## src/rtl/adat_rx_if.sv

```systemverilog
// Serial-in / symbol-out bundle for adat_rx.
// master drives the bit stream; slave is the receiver.
interface adat_rx_if #(
    parameter int SYM_W = 4,
    parameter int ERR_W = 8
);
    logic             adat_in;
    logic             data_change;
    logic             locked;
    logic [SYM_W-1:0] sym_out;
    logic             sym_valid;
    logic             frame_start;
    logic [ERR_W-1:0] bit_err_cnt;

    modport master (
        output adat_in,
        output data_change,
        input  locked,
        input  sym_out,
        input  sym_valid,
        input  frame_start,
        input  bit_err_cnt
    );

    modport slave (
        input  adat_in,
        input  data_change,
        output locked,
        output sym_out,
        output sym_valid,
        output frame_start,
        output bit_err_cnt
    );
endinterface

```

## src/rtl/adat_rx.sv

```systemverilog
// adat_rx: frame synchroniser (HUNT/VERIFY/LOCKED) for the 28-bit test frame, with aligned symbol output.
// Define ADAT_RX_ERRCNT_EN to build the saturating bit_err_cnt; otherwise it is tied to 0.
module adat_rx #(
    parameter logic [27:0] PATTERN = 28'h6CC1555,
    parameter int          SYM_W   = 4,
    parameter int          CONFIRM = 2,
    parameter int          MAX_ERR = 2,
    parameter int          ERR_W   = 8
) (
    input  logic     clock,
    input  logic     reset,
    adat_rx_if.slave bus
);
    localparam int                FC_W      = $clog2(CONFIRM + 1);
    localparam int                SB        = $clog2(SYM_W);
    localparam logic [4:0]        LAST_POS  = 5'd27;
    localparam logic [4:0]        FULL      = 5'd28;
    localparam logic [4:0]        MAX_ERR_L = 5'(MAX_ERR);
    localparam logic [FC_W-1:0]   CONFIRM_L = FC_W'(CONFIRM);
    localparam logic [SB-1:0]     SYM_LAST  = SB'(SYM_W - 1);

    typedef enum logic [1:0] {
        HUNT,
        VERIFY,
        LOCKED
    } state_t;

    state_t           state_q, state_d;
    logic [27:0]      sr_q, sr_d;
    logic [4:0]       fill_q, fill_d;
    logic [4:0]       pos_q, pos_d;
    logic [FC_W-1:0]  fcnt_q, fcnt_d;
    logic [4:0]       ferr_q, ferr_d;
    logic [SYM_W-2:0] symsr_q, symsr_d;
    logic [SYM_W-1:0] sym_q, sym_d;
    logic             locked_q, locked_d;
    logic             sv_q, sv_d;
    logic             fs_q, fs_d;

    logic             mism;
    logic             pos_last;
    logic [4:0]       pos_wrap;
    logic [FC_W-1:0]  fcnt_inc;
    logic [SYM_W-1:0] sym_word;
    logic [4:0]       frame_err;
    logic             frame_bad;
    logic             sym_last;
    logic             err_inc;

    assign mism      = bus.adat_in ^ PATTERN[LAST_POS - pos_q];
    assign pos_last  = (pos_q == LAST_POS);
    assign pos_wrap  = pos_last ? 5'd0 : pos_q + 5'd1;
    assign fcnt_inc  = fcnt_q + 1'b1;
    assign sym_word  = {symsr_q, bus.adat_in};
    assign sym_last  = (pos_q[SB-1:0] == SYM_LAST);
    // Per-frame mismatch count restarts at pos 0 and includes the bit being accepted.
    assign frame_err = ((pos_q == 5'd0) ? 5'd0 : ferr_q) + {4'd0, mism};
    assign frame_bad = pos_last && (frame_err > MAX_ERR_L);

    always_comb begin
        state_d = state_q;
        sr_d    = sr_q;
        fill_d  = fill_q;
        pos_d   = pos_q;
        fcnt_d  = fcnt_q;
        ferr_d  = ferr_q;
        symsr_d = symsr_q;
        sym_d   = sym_q;
        sv_d    = 1'b0;
        fs_d    = 1'b0;
        err_inc = 1'b0;

        if (bus.data_change) begin
            sr_d = {sr_q[26:0], bus.adat_in};
            if (fill_q != FULL) begin
                fill_d = fill_q + 5'd1;
            end

            unique case (state_q)
                HUNT: begin
                    if ((sr_d == PATTERN) && (fill_d == FULL)) begin
                        state_d = VERIFY;
                        pos_d   = 5'd0;
                        fcnt_d  = '0;
                    end
                end
                VERIFY: begin
                    pos_d = pos_wrap;
                    if (mism) begin
                        state_d = HUNT;
                        pos_d   = 5'd0;
                        err_inc = 1'b1;
                    end else if (pos_last) begin
                        fcnt_d = fcnt_inc;
                        if (fcnt_inc == CONFIRM_L) begin
                            state_d = LOCKED;
                        end
                    end
                end
                LOCKED: begin
                    pos_d   = pos_wrap;
                    err_inc = mism;
                    fs_d    = (pos_q == 5'd0);
                    ferr_d  = frame_err;
                    // Symbols are aligned to pos, so stale partial bits are always shifted out before use.
                    symsr_d = sym_word[SYM_W-2:0];
                    if (sym_last && !frame_bad) begin
                        sym_d = sym_word;
                        sv_d  = 1'b1;
                    end
                    if (frame_bad) begin
                        state_d = HUNT;
                        pos_d   = 5'd0;
                    end
                end
                default: begin
                    state_d = HUNT;
                    pos_d   = 5'd0;
                end
            endcase
        end

        locked_d = (state_d == LOCKED);
    end

    always_ff @(posedge clock or negedge reset) begin
        if (!reset) begin
            state_q  <= HUNT;
            sr_q     <= '0;
            fill_q   <= '0;
            pos_q    <= '0;
            fcnt_q   <= '0;
            ferr_q   <= '0;
            symsr_q  <= '0;
            sym_q    <= '0;
            locked_q <= 1'b0;
            sv_q     <= 1'b0;
            fs_q     <= 1'b0;
        end else begin
            state_q  <= state_d;
            sr_q     <= sr_d;
            fill_q   <= fill_d;
            pos_q    <= pos_d;
            fcnt_q   <= fcnt_d;
            ferr_q   <= ferr_d;
            symsr_q  <= symsr_d;
            sym_q    <= sym_d;
            locked_q <= locked_d;
            sv_q     <= sv_d;
            fs_q     <= fs_d;
        end
    end

`ifdef ADAT_RX_ERRCNT_EN
    logic [ERR_W-1:0] err_q, err_d;

    always_comb begin
        err_d = err_q;
        if (err_inc && (err_q != '1)) begin
            err_d = err_q + ERR_W'(1);
        end
    end

    always_ff @(posedge clock or negedge reset) begin
        if (!reset) begin
            err_q <= '0;
        end else begin
            err_q <= err_d;
        end
    end

    assign bus.bit_err_cnt = err_q;
`else
    logic unused_err_inc;
    assign unused_err_inc  = err_inc;
    assign bus.bit_err_cnt = '0;
`endif

    assign bus.locked      = locked_q;
    assign bus.sym_out     = sym_q;
    assign bus.sym_valid   = sv_q;
    assign bus.frame_start = fs_q;
endmodule

```

## src/flat_wrapper.sv

```systemverilog
// flat-port wrapper written by rule: the top's interface ports become plain ports
module adat_rx_flat 
#(
    parameter logic [27:0] PATTERN = 28'h6CC1555,
    parameter int          SYM_W   = 4,
    parameter int          CONFIRM = 2,
    parameter int          MAX_ERR = 2,
    parameter int          ERR_W   = 8
)
  (clock, reset, bus_adat_in, bus_data_change, bus_locked, bus_sym_out, bus_sym_valid, bus_frame_start, bus_bit_err_cnt);
  adat_rx_if #(.SYM_W(SYM_W), .ERR_W(ERR_W)) bus_i ();
  input  logic clock;
  input  logic reset;
  input wire logic [$bits(bus_i.adat_in)-1:0] bus_adat_in;
  input wire logic [$bits(bus_i.data_change)-1:0] bus_data_change;
  output wire logic [$bits(bus_i.locked)-1:0] bus_locked;
  output wire logic [$bits(bus_i.sym_out)-1:0] bus_sym_out;
  output wire logic [$bits(bus_i.sym_valid)-1:0] bus_sym_valid;
  output wire logic [$bits(bus_i.frame_start)-1:0] bus_frame_start;
  output wire logic [$bits(bus_i.bit_err_cnt)-1:0] bus_bit_err_cnt;
  assign bus_i.adat_in = bus_adat_in;
  assign bus_i.data_change = bus_data_change;
  assign bus_locked = bus_i.locked;
  assign bus_sym_out = bus_i.sym_out;
  assign bus_sym_valid = bus_i.sym_valid;
  assign bus_frame_start = bus_i.frame_start;
  assign bus_bit_err_cnt = bus_i.bit_err_cnt;
  adat_rx #(.PATTERN(PATTERN), .SYM_W(SYM_W), .CONFIRM(CONFIRM), .MAX_ERR(MAX_ERR), .ERR_W(ERR_W)) u_core (.clock(clock), .reset(reset), .bus(bus_i));
endmodule
```

## config.mk

```make
export PLATFORM = sky130hd
export DESIGN_NAME = adat_rx_flat
export DESIGN_NICKNAME = d
export VERILOG_FILES = /design/src/rtl/adat_rx_if.sv /design/src/rtl/adat_rx.sv /design/src/flat_wrapper.sv
export SDC_FILE = /design/constraint.sdc
export NUM_CORES = 1
export LEC_CHECK = 0
export ABC_CLOCK_PERIOD_IN_PS = 4500
export CAP_MARGIN = 20
export CORE_MARGIN = 2
export CORE_UTILIZATION = 50
export CTS_CLUSTER_DIAMETER = 80
export DETAILED_ROUTE_END_ITERATION = 8
export GPL_ROUTABILITY_DRIVEN = 1
export MAX_ROUTING_LAYER = met4
export PLACE_DENSITY = 0.69
export SLEW_MARGIN = 40
export SYNTH_ARGS = -nofsm -noshare
export SYNTH_HDL_FRONTEND = slang
export SYNTH_SLANG_ARGS = --single-unit
```

## constraint.sdc

```tcl
create_clock -name clock -period 4.5 [get_ports clock]
set_input_delay 0.45 -clock clock [delete_from_list [all_inputs] [get_ports clock]]
set_output_delay 0.45 -clock clock [all_outputs]
set_load 0.02 [all_outputs]
```

==> results summary <==
The worst setup path is launched from a register. The highest-delay cell along the critical path is sky130_fd_sc_hd__dfrtp_1. In the final layout, the share of cells above drive strength 1 is 0.218.

Setup violations remaining at the end of the flow were counted as 0. Power spread over the standard cell area amounts to 407 mW/mm². The final routed wire length divided by cell count is 15.0 µm. The width of the chip is 81.8 µm. The number of setup buffers added after CTS is 0. The post-synthesis to final-layout area growth is 7.77%. The residual overflow from global routing is 0. The final critical-path required period came out at 3520 ps.

The netlist area before placement is 0.00303 mm². The worst register-to-register path has a setup slack of 980 ps. The clock sink count came out at 56. The number of hold buffers added after CTS is 0.

The maximum operating frequency is 0.284 GHz. The maximum clock skew at final layout came out at 12.9 ps. In this run the critical register-to-register path is launched from u_core.pos_q[2]. The area of the die came out at 0.00669 mm².

For the worst flop-to-flop path, the logic depth is 13. The first-pass detailed-route iteration total is 4. In this run the remaining antenna-violating nets after routing total 0. TritonCTS built the clock tree. The share of the yosys chip area belonging to registers came out at 0.463. The latest clock arrival within the worst-skew pair came out at 320 ps.

The minimum setup slack after placement came out at 1050 ps. After the first detailed-routing iteration, the DRC count stood at 127. For the final routed database, the setup TNS stands at 0 ps. The antenna diode count came out at 0.

The total number of H-tree levels is 2. The data arrival at the endpoint of the critical path came out at 3730 ps. The required time at the worst-slack endpoint came out at 4700 ps. The cell count after synthesis came out at 273.

The number of top-level pins came out at 19. The number of antenna violations at the first check in global routing came out at 0. Of the available clock period, the critical path in the final layout requires 0.783. The proportion of synthesized flip-flops having asynchronous set or reset is 1.00. The floorplan has 28 rows.

The total routed wirelength came out at 5400 µm. The endpoint identified for the worst register-to-register timing path is u_core.bus.sym_out[0]. The family with the most delay on the worst path is simple AND/OR/NAND/NOR gates. The critical-path maximum fanout came out at 6. The worst setup path is captured at a register. The worst setup slack after layout is 977 ps.

Measured against its own limit, the worst slew margin works out to 0.534. The number of enable flip-flop cells after synthesis is 0. The average footprint of a synthesized cell is 11.1 µm². The via count of the first global-routing pass is 1978.

The detailed placement HPWL came out at 3770 µm. The fill cell total of the finished layout is 528. In this run the worst hold path is classified as input pin to asynchronous set/reset pin. The sequential cells in the finished layout cover a total of 0.00140 mm².

The kind of critical path is register to register. The port buffer count came out at 10. The detail-routed via count per cell is 5.72.

The number of hold violations in the final report came out at 0. The flow ran to the end, and the final reports show no timing, DRC or antenna violations. The total number of vias came out at 2058. On the worst path, the slowest cell contributes a delay of 440 ps. The largest buffer count on any clock path came out at 2.

Counting distinct cell types in the post-synthesis netlist gives 57. The net count reported at finish is 302. The number of gates resized after CTS was 0. The height of the die came out at 81.8 µm.

The total of max-cap violations came out at 0. The largest net degree at the start of global routing came out at 57. The critical path goes through inv_1 -> ha_1 -> and2b_1 -> mux2i_1 -> a211oi_1 -> or2_2 -> ha_1 -> ha_1 -> and2_1 -> a31oi_1 -> o21ai_0 -> nand4_1 -> mux2_2.

The overall global routing resource usage is 0.184. The total CTS buffers is 5. For the pin with the worst max-slew slack, the measured transition is 700 ps. The global placer's final weighted congestion came out at 0.842. After clock tree synthesis, the clock-pin slew on the worst setup and hold paths is 120 ps. The area of the multi-input gates came out at 0.00150 mm². The number of buffer and inverter stages on the critical path is 1. The initial utilization of the core area, before any placement, comes to 0.514. The synthesized design contains 56 register bits. The leakage power is 1.49 nW. The count of synthesis-stage warnings from yosys is 0. The first global-routing pass estimated 9230 µm of wire. The total area inside the core boundary comes to 0.00589 mm². The most repeated library cell on the critical path is sky130_fd_sc_hd__ha_1. The root buffer cell chosen for the clock tree is sky130_fd_sc_hd__clkbuf_8. IR analysis of the VDD net gives a maximum drop of 282 µV.

The max-slew violation total from the final report came to 0. For this run, the leading register cell type out of synthesis is sky130_fd_sc_hd__dfrtp_1. Setup repair after global routing left no endpoint under its margin.

The DRC violations left is 0.
==> metrics by stage <==
step / total power, mW / util / hold slack (ps) / std cells / area, µm²
final: 1.33 / 0.554 / 227 / 360 / 3260
after floorplan: 0.964 / - / 154 / 280 / 3050
after global placement: 1.03 / 0.538 / 483 / 352 / 3170
after detailed placement: 1.05 / 0.538 / 495 / 352 / 3170
after global routing: 1.42 / 0.554 / 336 / 360 / 3260
after CTS: 1.34 / 0.554 / 284 / 360 / 3260
==> flip-flops by register name, summed over array words and instances, names as in the netlist <==
name	cells
u_core.bus.sym_out	4
u_core.fill_q	5
u_core.sr_q	27
u_core.ferr_q	5
u_core.symsr_q	3
u_core.state_q	2
u_core.fcnt_q	2
u_core.bus.frame_start	1
u_core.bus.locked	1
u_core.pos_q	5
u_core.bus.sym_valid	1
==> area by class of cell <==
class / count / share of cell area
clock buffer: 5 / 0.0211
tap: 75 / 0.0288
timing repair buffer: 12 / 0.0338
sequential: 56 / 0.430
inverter: 15 / 0.0173
clock inverter: 3 / 0.00844
multi-input combinational: 194 / 0.461
==> cell usage after synthesis (3+ instances only) <==
library cell / number / area [µm²]
sky130_fd_sc_hd__o21ai_0: 9 / 45.0
sky130_fd_sc_hd__o211a_1: 5 / 50.1
sky130_fd_sc_hd__nand2_1: 20 / 75.1
sky130_fd_sc_hd__dfrtp_1: 56 / 1400
sky130_fd_sc_hd__a21oi_1: 6 / 30.0
sky130_fd_sc_hd__o211ai_1: 3 / 22.5
sky130_fd_sc_hd__nor3_1: 5 / 25.0
sky130_fd_sc_hd__nand3_1: 6 / 30.0
sky130_fd_sc_hd__nand4_1: 6 / 37.5
sky130_fd_sc_hd__buf_4: 9 / 67.6
sky130_fd_sc_hd__and2_1: 5 / 31.3
sky130_fd_sc_hd__nor2_1: 16 / 60.1
sky130_fd_sc_hd__ha_1: 14 / 175
sky130_fd_sc_hd__mux2_2: 38 / 428
sky130_fd_sc_hd__inv_1: 15 / 56.3
sky130_fd_sc_hd__nor2b_1: 4 / 25.0
sky130_fd_sc_hd__buf_1: 3 / 11.3
==> worst max path at each step <==
stage                                from                    end  slack [ps]  cells past startpoint
after detailed placement  u_core.pos_q[2]  u_core.bus.sym_out[0]        1050                     13
after global placement    u_core.pos_q[2]  u_core.bus.sym_out[1]        1150                     13
final                     u_core.pos_q[2]  u_core.bus.sym_out[0]         980                     13
after CTS                 u_core.pos_q[2]  u_core.bus.sym_out[0]        1010                     13
after floorplan           u_core.pos_q[2]  u_core.bus.sym_out[0]        1330                     13
after global routing      u_core.pos_q[2]  u_core.bus.sym_out[2]         750                     13
==> cells in the final DEF, fill, tap and decap left out, drive strengths merged, types with 3 or more instances in the layout <==
cell type,count
nor2b,4
inv,16
clkbuf,5
mux2,38
a31oi,3
nand3,6
nor2,16
o21ai,11
o211a,5
and2,5
ha,14
and2b,3
dfrtp,56
a21oi,6
nor3,5
nand4,6
conb,8
or4,3
nand2,20
o211ai,3
buf,3
clkdlybuf4s50,9
==> kinds of logic after synthesis <==
group,synth area share
flops,0.463
xor+xnor,0.00868
buf+inv,0.0488
simple gates,0.162
compound gates,0.110
mux,0.148
fa+ha+maj,0.0579
other cells,0.00124
==> report_power, final <==
group | leakage (nW) | internal [mW] | switching (mW)
Clock | 0.0463 | 0.115 | 0.179
Sequential | 0.710 | 0.628 | 0.117
Combinational | 0.732 | 0.161 | 0.128
Total | 1.49 | 0.904 | 0.424
==> per-layer routing <==
layer | wire (µm) | track usage
met5 | 0 | -
met4 | 54 | 0.0483
met3 | 152 | 0.0352
met2 | 2440 | 0.274
met1 | 2750 | 0.260
Note: power is estimated with default switching activity, not from simulation.
